<file path="src/rtl/fft8_stage_sequencer.sv">
// Sequencer for the three radix-2 butterfly stages of the 8-point FFT/IFFT datapath.
// Strobes each stage in turn, waits for its ready, and reports busy/done/error plus a frame count.
module fft8_stage_sequencer #(
  parameter int unsigned TIMEOUT = 15,
  parameter int unsigned TO_W    = 4,
  parameter int unsigned CNT_W   = 8
) (
  input  logic             clk,
  input  logic             rst,
  input  logic             fft_start,
  input  logic             fft_mode,
  input  logic             butterfly1_ready,
  input  logic             butterfly2_ready,
  input  logic             butterfly3_ready,
  output logic             butterfly1_valid,
  output logic             butterfly2_valid,
  output logic             butterfly3_valid,
  output logic             conj_en,
  output logic [2:0]       scale_shift,
  output logic             fft_busy,
  output logic             fft_done,
  output logic             fft_error,
  output logic [CNT_W-1:0] frame_cnt
);

  typedef enum logic [2:0] {
    S_IDLE  = 3'd0,
    S_ISSUE = 3'd1,
    S_WAIT  = 3'd2,
    S_DONE  = 3'd3,
    S_ERR   = 3'd4
  } state_e;

  localparam int unsigned IDX_W = 2;

  state_e             state_q, state_d;
  logic [IDX_W-1:0]   idx_q, idx_d;
  logic               mode_q, mode_d;
  logic [TO_W-1:0]    to_cnt_q, to_cnt_d;
  logic [CNT_W-1:0]   frame_cnt_q, frame_cnt_d;
  logic [2:0]         valid_q, valid_d;
  logic [2:0]         scale_q, scale_d;
  logic               busy_q, busy_d;
  logic               done_q, done_d;
  logic               error_q, error_d;
  logic               stage_ready;

  // Only the ready of the stage currently being waited on matters.
  always_comb begin
    stage_ready = 1'b0;
    case (idx_q)
      2'd1:    stage_ready = butterfly1_ready;
      2'd2:    stage_ready = butterfly2_ready;
      2'd3:    stage_ready = butterfly3_ready;
      default: stage_ready = 1'b0;
    endcase
  end

  // Next-state logic; every output flop is loaded from the next-state view so
  // strobes line up with the registered state and clear together on reset.
  always_comb begin
    state_d     = state_q;
    idx_d       = idx_q;
    mode_d      = mode_q;
    to_cnt_d    = to_cnt_q;
    frame_cnt_d = frame_cnt_q;

    case (state_q)
      S_IDLE, S_ERR: begin
        if (fft_start) begin
          state_d = S_ISSUE;
          idx_d   = IDX_W'(1);
          mode_d  = fft_mode;
        end
      end
      S_ISSUE: begin
        state_d  = S_WAIT;
        to_cnt_d = '0;
      end
      S_WAIT: begin
        if (stage_ready) begin
          if (idx_q == IDX_W'(3)) begin
            state_d     = S_DONE;
            frame_cnt_d = frame_cnt_q + CNT_W'(1);
          end else begin
            state_d = S_ISSUE;
            idx_d   = idx_q + IDX_W'(1);
          end
        end else if (to_cnt_q == TO_W'(TIMEOUT - 1)) begin
          state_d = S_ERR;
        end else begin
          to_cnt_d = to_cnt_q + TO_W'(1);
        end
      end
      S_DONE: begin
        state_d = S_IDLE;
      end
      default: begin
        state_d = S_IDLE;
      end
    endcase

    valid_d[0] = (state_d == S_ISSUE) && (idx_d == IDX_W'(1));
    valid_d[1] = (state_d == S_ISSUE) && (idx_d == IDX_W'(2));
    valid_d[2] = (state_d == S_ISSUE) && (idx_d == IDX_W'(3));
    busy_d     = (state_d == S_ISSUE) || (state_d == S_WAIT) || (state_d == S_DONE);
    done_d     = (state_d == S_DONE);
    error_d    = (state_d == S_ERR);
    scale_d    = mode_d ? 3'd3 : 3'd0;
  end

  always_ff @(posedge clk) begin
    if (rst) begin
      state_q     <= S_IDLE;
      idx_q       <= IDX_W'(1);
      mode_q      <= 1'b0;
      to_cnt_q    <= '0;
      frame_cnt_q <= '0;
      valid_q     <= '0;
      scale_q     <= '0;
      busy_q      <= 1'b0;
      done_q      <= 1'b0;
      error_q     <= 1'b0;
    end else begin
      state_q     <= state_d;
      idx_q       <= idx_d;
      mode_q      <= mode_d;
      to_cnt_q    <= to_cnt_d;
      frame_cnt_q <= frame_cnt_d;
      valid_q     <= valid_d;
      scale_q     <= scale_d;
      busy_q      <= busy_d;
      done_q      <= done_d;
      error_q     <= error_d;
    end
  end

  assign butterfly1_valid = valid_q[0];
  assign butterfly2_valid = valid_q[1];
  assign butterfly3_valid = valid_q[2];
  assign conj_en          = mode_q;
  assign scale_shift      = scale_q;
  assign fft_busy         = busy_q;
  assign fft_done         = done_q;
  assign fft_error        = error_q;
  assign frame_cnt        = frame_cnt_q;

endmodule

</file>
<file path="config.mk">
export PLATFORM = sky130hd
export DESIGN_NAME = fft8_stage_sequencer
export DESIGN_NICKNAME = d
export VERILOG_FILES = /design/src/rtl/fft8_stage_sequencer.sv
export SDC_FILE = /design/constraint.sdc
export NUM_CORES = 1
export LEC_CHECK = 0
export CAP_MARGIN = 20
export CORE_MARGIN = 4
export CORE_UTILIZATION = 48
export CTS_CLUSTER_SIZE = 30
export DETAILED_ROUTE_END_ITERATION = 12
export PLACE_DENSITY = 0.74
export SLEW_MARGIN = 15
export SYNTH_ARGS = -nofsm -noshare
export SYNTH_HDL_FRONTEND = slang
export SYNTH_SLANG_ARGS = --single-unit
</file>
<file path="constraint.sdc">
create_clock -name clk -period 2.38 [get_ports clk]
set_clock_uncertainty 0.1 [all_clocks]
set_input_delay 0.476 -clock clk [delete_from_list [all_inputs] [get_ports clk]]
set_output_delay 0.476 -clock clk [all_outputs]
set_load 0.01 [all_outputs]
</file>
==> flow_summary.ini, run 1 <==
[outcome]
status = finished clean

[route]
wl_um = 2440
dr.pass1.iters = 4
drc = 0
ant_nets = 0
viasPerCell = 5.57
avgRoutedWirePerCell_um = 14.2
vias = 958
drt_iter0_markers = 22

[global_routing]
grt_pass1_wl_um = 4240
first_global_vias = 981
antenna_found_initial = 0
grtUsageTotal_pct = 16.8
overflow = 0
grt_max_degree = 15

[layout]
regArea_sq_um = 480
multiInputGateArea_sq_um = 593
area_growth_pct = 24.9
drive_gt1_share_pct = 9.03
antenna_cells = 0
fillCellCount = 198
finalNonFillerCells = 172
nets = 156

[clock_network]
ctsHoldBuffers = 0
cts_made_buffers = 3
cts_tree = built
clock_path_buffers = 2
clkLatencyLatePin_ns = 0.31
cts_sinks = 24
cts-root-buf = clkbuf_4
post_cts_resized = 0
cts_setup_buffers = 0
htreeDepth = 1
path_clk_slew_ns = 0.13

[timing]
rsz0062_at_grt = no
slew_violations = 0
final-hold-violation-count = 0
fin_crit_sh_pct = 80.5
totalNegativeSetupSlack_ns = 0
hold_slack_ns = 0.391
fin_crit_ns = 1.92
setup_viol = 0
max_freq_mhz = 522

[setup_path]
reg2reg_from = idx_q[0]$_SDFF_PP1_
startpoint_type = primary input
crit_chain = clkdlybuf4s50_1 -> mux2_4 -> o211a_4 -> or4_1 -> a21boi_1
r2r_setup_slack_ns = 0.57
cp.arrival_ns = 2.07
crit_slowest_cell = or4_1
r2r-end = to_cnt_q[3]$_SDFFE_PP0P_
cp_slowest_stage_delay_ns = 0.46
end_kind = flop
crit_required_ns = 2.54
cp_max_fo = 6
ff2ff_path_depth = 4
criticalPathCategory = primary input to flop

[synth]
async_reset_ff_share_pct = 0
synth_edf_count = 0
yosysMostFrequentCell = dfxtp_1
synth-main-ff-cell = dfxtp_1
ys_top_cells_by_area = dfxtp_1 43%, nor2_1 5.0%, xor2_1 4.7%
yosysSeqAreaShare_pct = 42.9
synth_top_area_share_pct = 42.9
synth_common_cells = 24 x dfxtp_1, 15 x nor2_1, 7 x nand3_1
netlist_instances = 121
synth_top_area_cell = dfxtp_1
syn_area_sq_um = 1120
ys_ff_latch = 24
synthesis.nets = 131
syn-mean-instance-area_sq_um = 9.25
yosys_warnings = 0
synth.distinct_cells = 42

[floorplan]
start_util_pct = 50.6
core_area_sq_um = 2210
die-area_sq_um = 3170
die_width_um = 56.3
ioPinCount = 25
num_rows = 17
die-height_um = 56.3

[power_and_ir_drop]
power_density_nw_per_um2 = 511
power.leakage_nw = 0.538
vdd_ir_drop_max_v = 0.000305

[placed_design]
port_buffers = 23
dp_cells = 169
gp_congestion = 0.821
post-dp-hpwl_um = 1760

[hold_path]
whs_endpoint = frame_cnt[7]$_SDFFE_PP0P_
min_from = frame_cnt[7]$_SDFFE_PP0P_
hold_class = flop to flop
hold_depth = 2

[run]
drv_cap = 0
kinds of logic after synthesis:
kind of cell | Yosys count | synth area share, %
muxes | 4 | 4.02
AOI/OAI and AO/OA | 18 | 11.8
other | 1 | 0.335
and+or+nand+nor | 55 | 27.9
adders and majority gates | 3 | 3.35
xor gates and xnor gates | 7 | 5.47
buffers and inverters | 9 | 4.13
DFF | 24 | 42.9
per-stage QoR:
| stage | worst slack, ns | cell area (sq um) | power (mW) | util (%) |
|---|---|---|---|---|
| global route | 0.401 | 1400 | 0.753 | 63.2 |
| global placement | 0.183 | 1380 | 0.545 | 62.2 |
| floorplan | 0.636 | 1120 | 0.502 | - |
| finish | 0.464 | 1400 | 0.714 | 63.2 |
| CTS | 0.469 | 1400 | 0.722 | 63.2 |
| detailed placement | 0.132 | 1380 | 0.547 | 62.2 |
cell type report:
cell class	count	share of cell area (%)
Tap cell	28	2.50
Multi-Input combinational cell	88	42.4
Clock buffer	3	1.61
Inverter	2	0.537
Timing Repair Buffer	27	18.6
Sequential cell	24	34.3
flip-flops by register name (all words and copies together), names as in the netlist:
name         cells
frame_cnt        8
to_cnt_q         4
state_q          3
valid_q          3
idx_q            2
fft_busy         1
fft_done         1
fft_error        1
scale_shift      1
how the worst max path moves through the flow:
stage | from | endpoint | slack, ns | cells past startpoint
6_report | butterfly2_ready | to_cnt_q[3]$_SDFFE_PP0P_ | 0.46 | 5
2_1_floorplan | butterfly2_ready | to_cnt_q[3]$_SDFFE_PP0P_ | 0.64 | 4
3_3_place_gp | butterfly2_ready | to_cnt_q[3]$_SDFFE_PP0P_ | 0.18 | 5
4_1_cts | butterfly2_ready | to_cnt_q[3]$_SDFFE_PP0P_ | 0.47 | 5
3_5_place_dp | butterfly2_ready | to_cnt_q[3]$_SDFFE_PP0P_ | 0.13 | 5
5_1_grt | frame_cnt[2]$_SDFFE_PP0P_ | frame_cnt[2] | 0.40 | 1
cells in the final DEF (no fill, tap or decap), types with 4 or more instances in the layout:
cell             synthesis  routed
dfxtp_1                 24      24
nand4_1                  5       5
nand3b_1                 4       4
nand3_1                  7       7
a21oi_1                  4       4
xor2_1                   6       6
buf_4                    3       4
nor2_1                  15      15
clkdlybuf4s50_1          0      23
per-layer routing:
metal | GRT usage [%] | vias up | part of all wire [%] | routed length, um
met4 | 7.46 | 0 | 2.0 | 49
met2 | 29.5 | 37 | 51 | 1230
met5 | 0 | - | 0 | 0
met1 | 19.1 | 442 | 41 | 1010
li1 | - | 473 | - | -
met3 | 3.91 | 6 | 6.0 | 147
power breakdown:
group | internal (mW) | total (mW) | switching (mW) | leakage [nW]
clock | 0.0592 | 0.175 | 0.116 | 0.0138
combinational | 0.0551 | 0.113 | 0.0576 | 0.330
sequential | 0.414 | 0.427 | 0.0127 | 0.194
total | 0.528 | 0.714 | 0.186 | 0.538
critical path, delay by kind of cell:
kind,cells,cell delay (ns)
AO/OA/AOI/OAI,2,0.39
multiplexers,1,0.30
buffers and inverters,1,0.43
AND/OR/NAND/NOR,1,0.46
Note: power is estimated with default switching activity, not from simulation.
==> run 2: changes to the inputs <==
--- a/config.mk
+++ b/config.mk
@@ -7,10 +7,10 @@
 export LEC_CHECK = 0
 export CAP_MARGIN = 20
 export CORE_MARGIN = 4
-export CORE_UTILIZATION = 48
+export CORE_UTILIZATION = 44
 export CTS_CLUSTER_SIZE = 30
 export DETAILED_ROUTE_END_ITERATION = 12
-export PLACE_DENSITY = 0.74
+export PLACE_DENSITY = 0.71
 export SLEW_MARGIN = 15
 export SYNTH_ARGS = -nofsm -noshare
 export SYNTH_HDL_FRONTEND = slang
==> constraint.sdc (replaced) <==
create_clock -name clk -period 1.65 [get_ports clk]
set_clock_uncertainty 0.1 [all_clocks]
set_input_delay 0.33 -clock clk [delete_from_list [all_inputs] [get_ports clk]]
set_output_delay 0.33 -clock clk [all_outputs]
set_load 0.01 [all_outputs]
==> run 2 against run 1 <==
  * The flow now finishes with violations (negative setup slack)
  * Utilization rose by 1.1 points
  * Count of clock-buffer cells in the layout increased by 1
  * Die area rose by 7.8%
  * Setup slack got worse by 0.49 ns
  * Register-to-register slack got worse by 0.59 ns
  * Final area grew 13%
==> flow_summary.ini, run 2 (synthesis gave the netlist of run 1 again) <==
[setup_path]
ff2ff_path_depth = 4
crit_slowest_cell = or4_1
critical_path_cell_count = 4
cp.arrival_ns = 1.83
startpoint_type = flop
end_kind = flop
criticalPathCategory = flop to flop
crit_chain = mux2_4 -> o211a_4 -> or4_1 -> a21boi_1
crit_required_ns = 1.81
r2r-end = to_cnt_q[3]$_SDFFE_PP0P_
crit_buf_inv = 0
reg2reg_from = idx_q[0]$_SDFF_PP1_
cp_slowest_stage_delay_ns = 0.49
cp_max_fo = 2
r2r_setup_slack_ns = -0.02
crit_family = simple AND/OR/NAND/NOR gates

[floorplan]
die-height_um = 58.5
ioPinCount = 25
die_width_um = 58.5
core_area_sq_um = 2450
num_rows = 18
die-area_sq_um = 3420
start_util_pct = 45.6

[global_routing]
overflow = 0
antenna_found_initial = 0
grt_pass1_wl_um = 4260
grtUsageTotal_pct = 15.7
grt_max_degree = 14
first_global_vias = 976

[hold_path]
whs_endpoint = frame_cnt[7]$_SDFFE_PP0P_
hold_depth = 2
hold_class = flop to flop
min_from = frame_cnt[7]$_SDFFE_PP0P_

[power_and_ir_drop]
power_density_nw_per_um2 = 720
comb_power_share_pct = 19.1
vdd_ir_drop_max_v = 0.000404
clockPowerShare_pct = 27.3
power.leakage_nw = 0.715
power.switching_mw = 0.290
seqPwrFrac_pct = 53.6
swShare_pct = 25.5
intPower_mw = 0.848

[layout]
nets = 174
largest_register_ffs = 8
drive_gt1_share_pct = 26.4
antenna_cells = 0
finalNonFillerCells = 193
area_growth_pct = 41.1
final_cell_mix = 19 x buf_4, 15 x nor2_1, 14 x dfxtp_1, 13 x dlygate4sd2_1, 10 x dfxtp_2
mostFrequentLayoutCell = buf_4

[route]
avgRoutedWirePerCell_um = 13.0
drt_iter0_markers = 18
viasPerCell = 5.21
ant_nets = 0
vias = 1006
drc = 0
wl_um = 2510
dr.pass1.iters = 4

[outcome]
violations = negative setup slack
status = complete, but fails checks

[clock_network]
htreeDepth = 1
cts-root-buf = clkbuf_4
cts_tree = built
clkLatencyLatePin_ns = 0.31
cts_made_buffers = 3
path_clk_slew_ns = 0.14
ctsHoldBuffers = 0
clock_path_buffers = 2
cts_sinks = 24

[timing]
final-hold-violation-count = 0
slew_violations = 0
totalNegativeSetupSlack_ns = -0.0218
fin_crit_ns = 1.67
hold_slack_ns = 0.401
setup_viol = 1
max_freq_mhz = 598
fin_crit_sh_pct = 101
rsz0062_at_grt = yes
layout_setup_ws_ns = -0.0218

[run]
drv_cap = 0

[placed_design]
port_buffers = 23
dp_cells = 187
post-dp-hpwl_um = 1960
gp_congestion = 0.833
## run 2: metrics by stage
stage / setup slack (ns) / area (sq um) / total power [mW] / utilization, %
6_report: -0.0218 / 1580 / 1.14 / 64.4
4_1_cts: 0.00142 / 1550 / 1.14 / 63.1
3_5_place_dp: -0.381 / 1510 / 0.830 / 61.6
5_1_grt: -0.0496 / 1580 / 1.19 / 64.4
2_1_floorplan: 0.0135 / 1120 / 0.724 / -
3_3_place_gp: -0.365 / 1510 / 0.827 / 61.6
## run 2: final cells by class
cell class	instances	area, sq um
Fill cell	225	875
Multi-Input combinational cell	88	604
Sequential cell	24	493
Timing Repair Buffer	45	402
Tap cell	30	37.5
Clock buffer	4	36.3
Inverter	2	7.51
## run 2: timing repair
action,in CTS,in global routing
setup endpoints to repair,12,9
resized for setup,20,8
buffers inserted,1,1
cloned,0,0
pin swaps,2,5
## run 2: worst max path at each step
stage | start | end | slack, ns
floorplan | idx_q[0]$_SDFF_PP1_ | to_cnt_q[3]$_SDFFE_PP0P_ | 0.01
global placement | butterfly2_ready | to_cnt_q[3]$_SDFFE_PP0P_ | -0.36
detailed placement | butterfly2_ready | to_cnt_q[3]$_SDFFE_PP0P_ | -0.38
CTS | to_cnt_q[0]$_SDFFE_PP0P_ | to_cnt_q[3]$_SDFFE_PP0P_ | 0.001
global route | idx_q[0]$_SDFF_PP1_ | to_cnt_q[3]$_SDFFE_PP0P_ | -0.05
finish | idx_q[0]$_SDFF_PP1_ | to_cnt_q[3]$_SDFFE_PP0P_ | -0.02
## run 2: worst min-delay path: cells and delay by family, from the launching register on
kind / cells / cell delay [ns]
flip-flops: 1 / 0.34
AO/OA/AOI/OAI: 2 / 0.13
## run 2: layer usage
metal	GRT usage, %	wire, um	vias to the layer above
li1	-	-	513
met1	20.2	1180	473
met2	27.3	1240	20
met3	2.85	92	0
met4	3.64	0	0
met5	0	0	-
## run 2: power groups by stage
| stage | clock [mW] | sequential, mW | combinational (mW) |
|---|---|---|---|
| 2_1_floorplan | 0 | 0.628 | 0.0966 |
| 3_3_place_gp | 0 | 0.620 | 0.207 |
| 3_5_place_dp | 0 | 0.621 | 0.209 |
| 4_1_cts | 0.321 | 0.608 | 0.207 |
| 5_1_grt | 0.340 | 0.613 | 0.235 |
| 6_report | 0.311 | 0.610 | 0.217 |
==> run 3: changes to the inputs <==
--- a/config.mk
+++ b/config.mk
@@ -7,10 +7,10 @@
 export LEC_CHECK = 0
 export CAP_MARGIN = 20
 export CORE_MARGIN = 4
-export CORE_UTILIZATION = 44
+export CORE_UTILIZATION = 48
 export CTS_CLUSTER_SIZE = 30
 export DETAILED_ROUTE_END_ITERATION = 12
-export PLACE_DENSITY = 0.71
+export PLACE_DENSITY = 0.74
 export SLEW_MARGIN = 15
 export SYNTH_ARGS = -nofsm -noshare
 export SYNTH_HDL_FRONTEND = slang
==> constraint.sdc (replaced) <==
create_clock -name clk -period 1.8 [get_ports clk]
set_clock_uncertainty 0.1 [all_clocks]
set_input_delay 0.36 -clock clk [delete_from_list [all_inputs] [get_ports clk]]
set_output_delay 0.36 -clock clk [all_outputs]
set_load 0.01 [all_outputs]
==> run 3 against run 2 <==
  * The flow now finishes without violations
  * Non-clock buffer count decreased by 7
  * Die area down 7.2%
  * Combinational power is 18% lower
  * Worst hold slack improved by 0.0034 ns
  * Count of clock-buffer cells in the layout is the same
  * Total power fell by 9.9%
  * Largest cell class unchanged
  * Highest routed layer is now met4
==> flow_summary.ini, run 3 (synthesis gave the netlist of run 1 again) <==
[outcome]
status = finished clean

[route]
drc = 0
drt_iter0_markers = 19
vias = 979
ant_nets = 0
viasPerCell = 5.32
avgRoutedWirePerCell_um = 13.1
dr.pass1.iters = 5
wl_um = 2420

[setup_path]
crit_family = simple AND/OR/NAND/NOR gates
crit_required_ns = 1.95
end_kind = flop
crit_buf_inv = 1
ff2ff_path_depth = 4
crit_chain = clkdlybuf4s50_1 -> mux2_4 -> o211a_4 -> or4_1 -> a21boi_1
r2r_setup_slack_ns = 0.09
reg2reg_from = idx_q[0]$_SDFF_PP1_
crit_slowest_cell = or4_1
startpoint_type = primary input
criticalPathCategory = primary input to flop
cp_slowest_stage_delay_ns = 0.46
critical_path_cell_count = 5
cp.arrival_ns = 1.90
cp_max_fo = 3
crit_path_start = butterfly2_ready

[layout]
drive_gt1_share_pct = 18.6
antenna_cells = 0
nets = 167
final_cell_mix = 23 x clkdlybuf4s50_1, 20 x dfxtp_1, 15 x nor2_1, 15 x buf_4, 7 x nand3_1
area_growth_pct = 34.0
fillCellCount = 184
final_util_pct = 67.8
mostFrequentLayoutCell = clkdlybuf4s50_1
largest_register_ffs = 8

[hold_path]
hold_depth = 2
hold_class = flop to flop
min_from = frame_cnt[7]$_SDFFE_PP0P_

[clock_network]
ctsHoldBuffers = 0
clock_path_buffers = 2
clkLatencyLatePin_ns = 0.32
cts_setup_buffers = 0
cts_sinks = 24
cts_made_buffers = 3
cts-root-buf = clkbuf_4
path_clk_slew_ns = 0.14
cts_tree = built
htreeDepth = 1

[global_routing]
grt_pass1_wl_um = 4220
antenna_found_initial = 0
first_global_vias = 983
overflow = 0
grt_max_degree = 14
grtUsageTotal_pct = 16.3

[power_and_ir_drop]
clockPowerShare_pct = 28.0
seqPwrFrac_pct = 54.7
comb_power_share_pct = 17.2
power.leakage_nw = 0.600
intPower_mw = 0.765
power_density_nw_per_um2 = 684
swShare_pct = 25.4
vdd_ir_drop_max_v = 0.000489
power.switching_mw = 0.261

[timing]
layout_setup_ws_ns = 0.0468
final-hold-violation-count = 0
fin_crit_sh_pct = 97.4
max_freq_mhz = 570
slew_violations = 0
rsz0062_at_grt = no
setup_viol = 0
fin_crit_ns = 1.75

[floorplan]
die_width_um = 56.3
die-area_sq_um = 3170
ioPinCount = 25
core_area_sq_um = 2210
die-height_um = 56.3
num_rows = 17
start_util_pct = 50.6

[run]
drv_cap = 0

[placed_design]
gp_congestion = 0.864
place_ws_ns = -0.304
post-dp-hpwl_um = 1860
port_buffers = 23
## run 3: stage by stage
step | area [sq um] | total power [mW] | hold slack, ns | cells | setup TNS [ns]
detailed placement | 1460 | 0.748 | 0.392 | 180 | -1.79
global placement | 1460 | 0.745 | 0.369 | 180 | -1.42
CTS | 1500 | 1.03 | 0.410 | 184 | 0
finish | 1500 | 1.03 | 0.404 | 184 | 0
floorplan | 1120 | 0.664 | 0.365 | 121 | 0
global route | 1500 | 1.07 | 0.463 | 184 | 0
## run 3: what timing repair did
action / in CTS / in global routing
endpoints found under the setup margin: 1 / 3
pin swaps: 0 / 1
gates resized for setup: 1 / 3
endpoints found under the hold margin: 0 / 0
## run 3: layout make-up
type | count | area [sq um] | share of cell area (%)
Inverter | 2 | 7.51 | 0.500
Timing Repair Buffer | 38 | 343 | 22.9
Clock buffer | 4 | 36.3 | 2.42
Tap cell | 28 | 35.0 | 2.34
Multi-Input combinational cell | 88 | 593 | 39.5
Sequential cell | 24 | 485 | 32.4
## run 3: tightest hold or removal path: cells and delay by family, from the launching register on
family,cells,cell delay (ns)
AOI/OAI and AO/OA,2,0.13
DFF,1,0.34
## run 3: final timing paths
check,endpoint
min reg2reg,frame_cnt[7]$_SDFFE_PP0P_
max reg2reg,to_cnt_q[3]$_SDFFE_PP0P_
max,to_cnt_q[3]$_SDFFE_PP0P_
min,frame_cnt[7]$_SDFFE_PP0P_
## run 3: routing by layer
layer	share of wire, %	GRT usage (%)
met1	45	21.2
met2	49	27.7
met3	5.0	2.30
met4	1.0	5.42
met5	0	0
## run 3: power by group through the flow
| stage | combinational, mW | clock, mW | sequential (mW) |
|---|---|---|---|
| detailed placement | 0.175 | 0 | 0.572 |
| floorplan | 0.0885 | 0 | 0.575 |
| CTS | 0.176 | 0.295 | 0.561 |
| finish | 0.177 | 0.287 | 0.562 |
| global route | 0.195 | 0.312 | 0.566 |
| global placement | 0.174 | 0 | 0.572 |
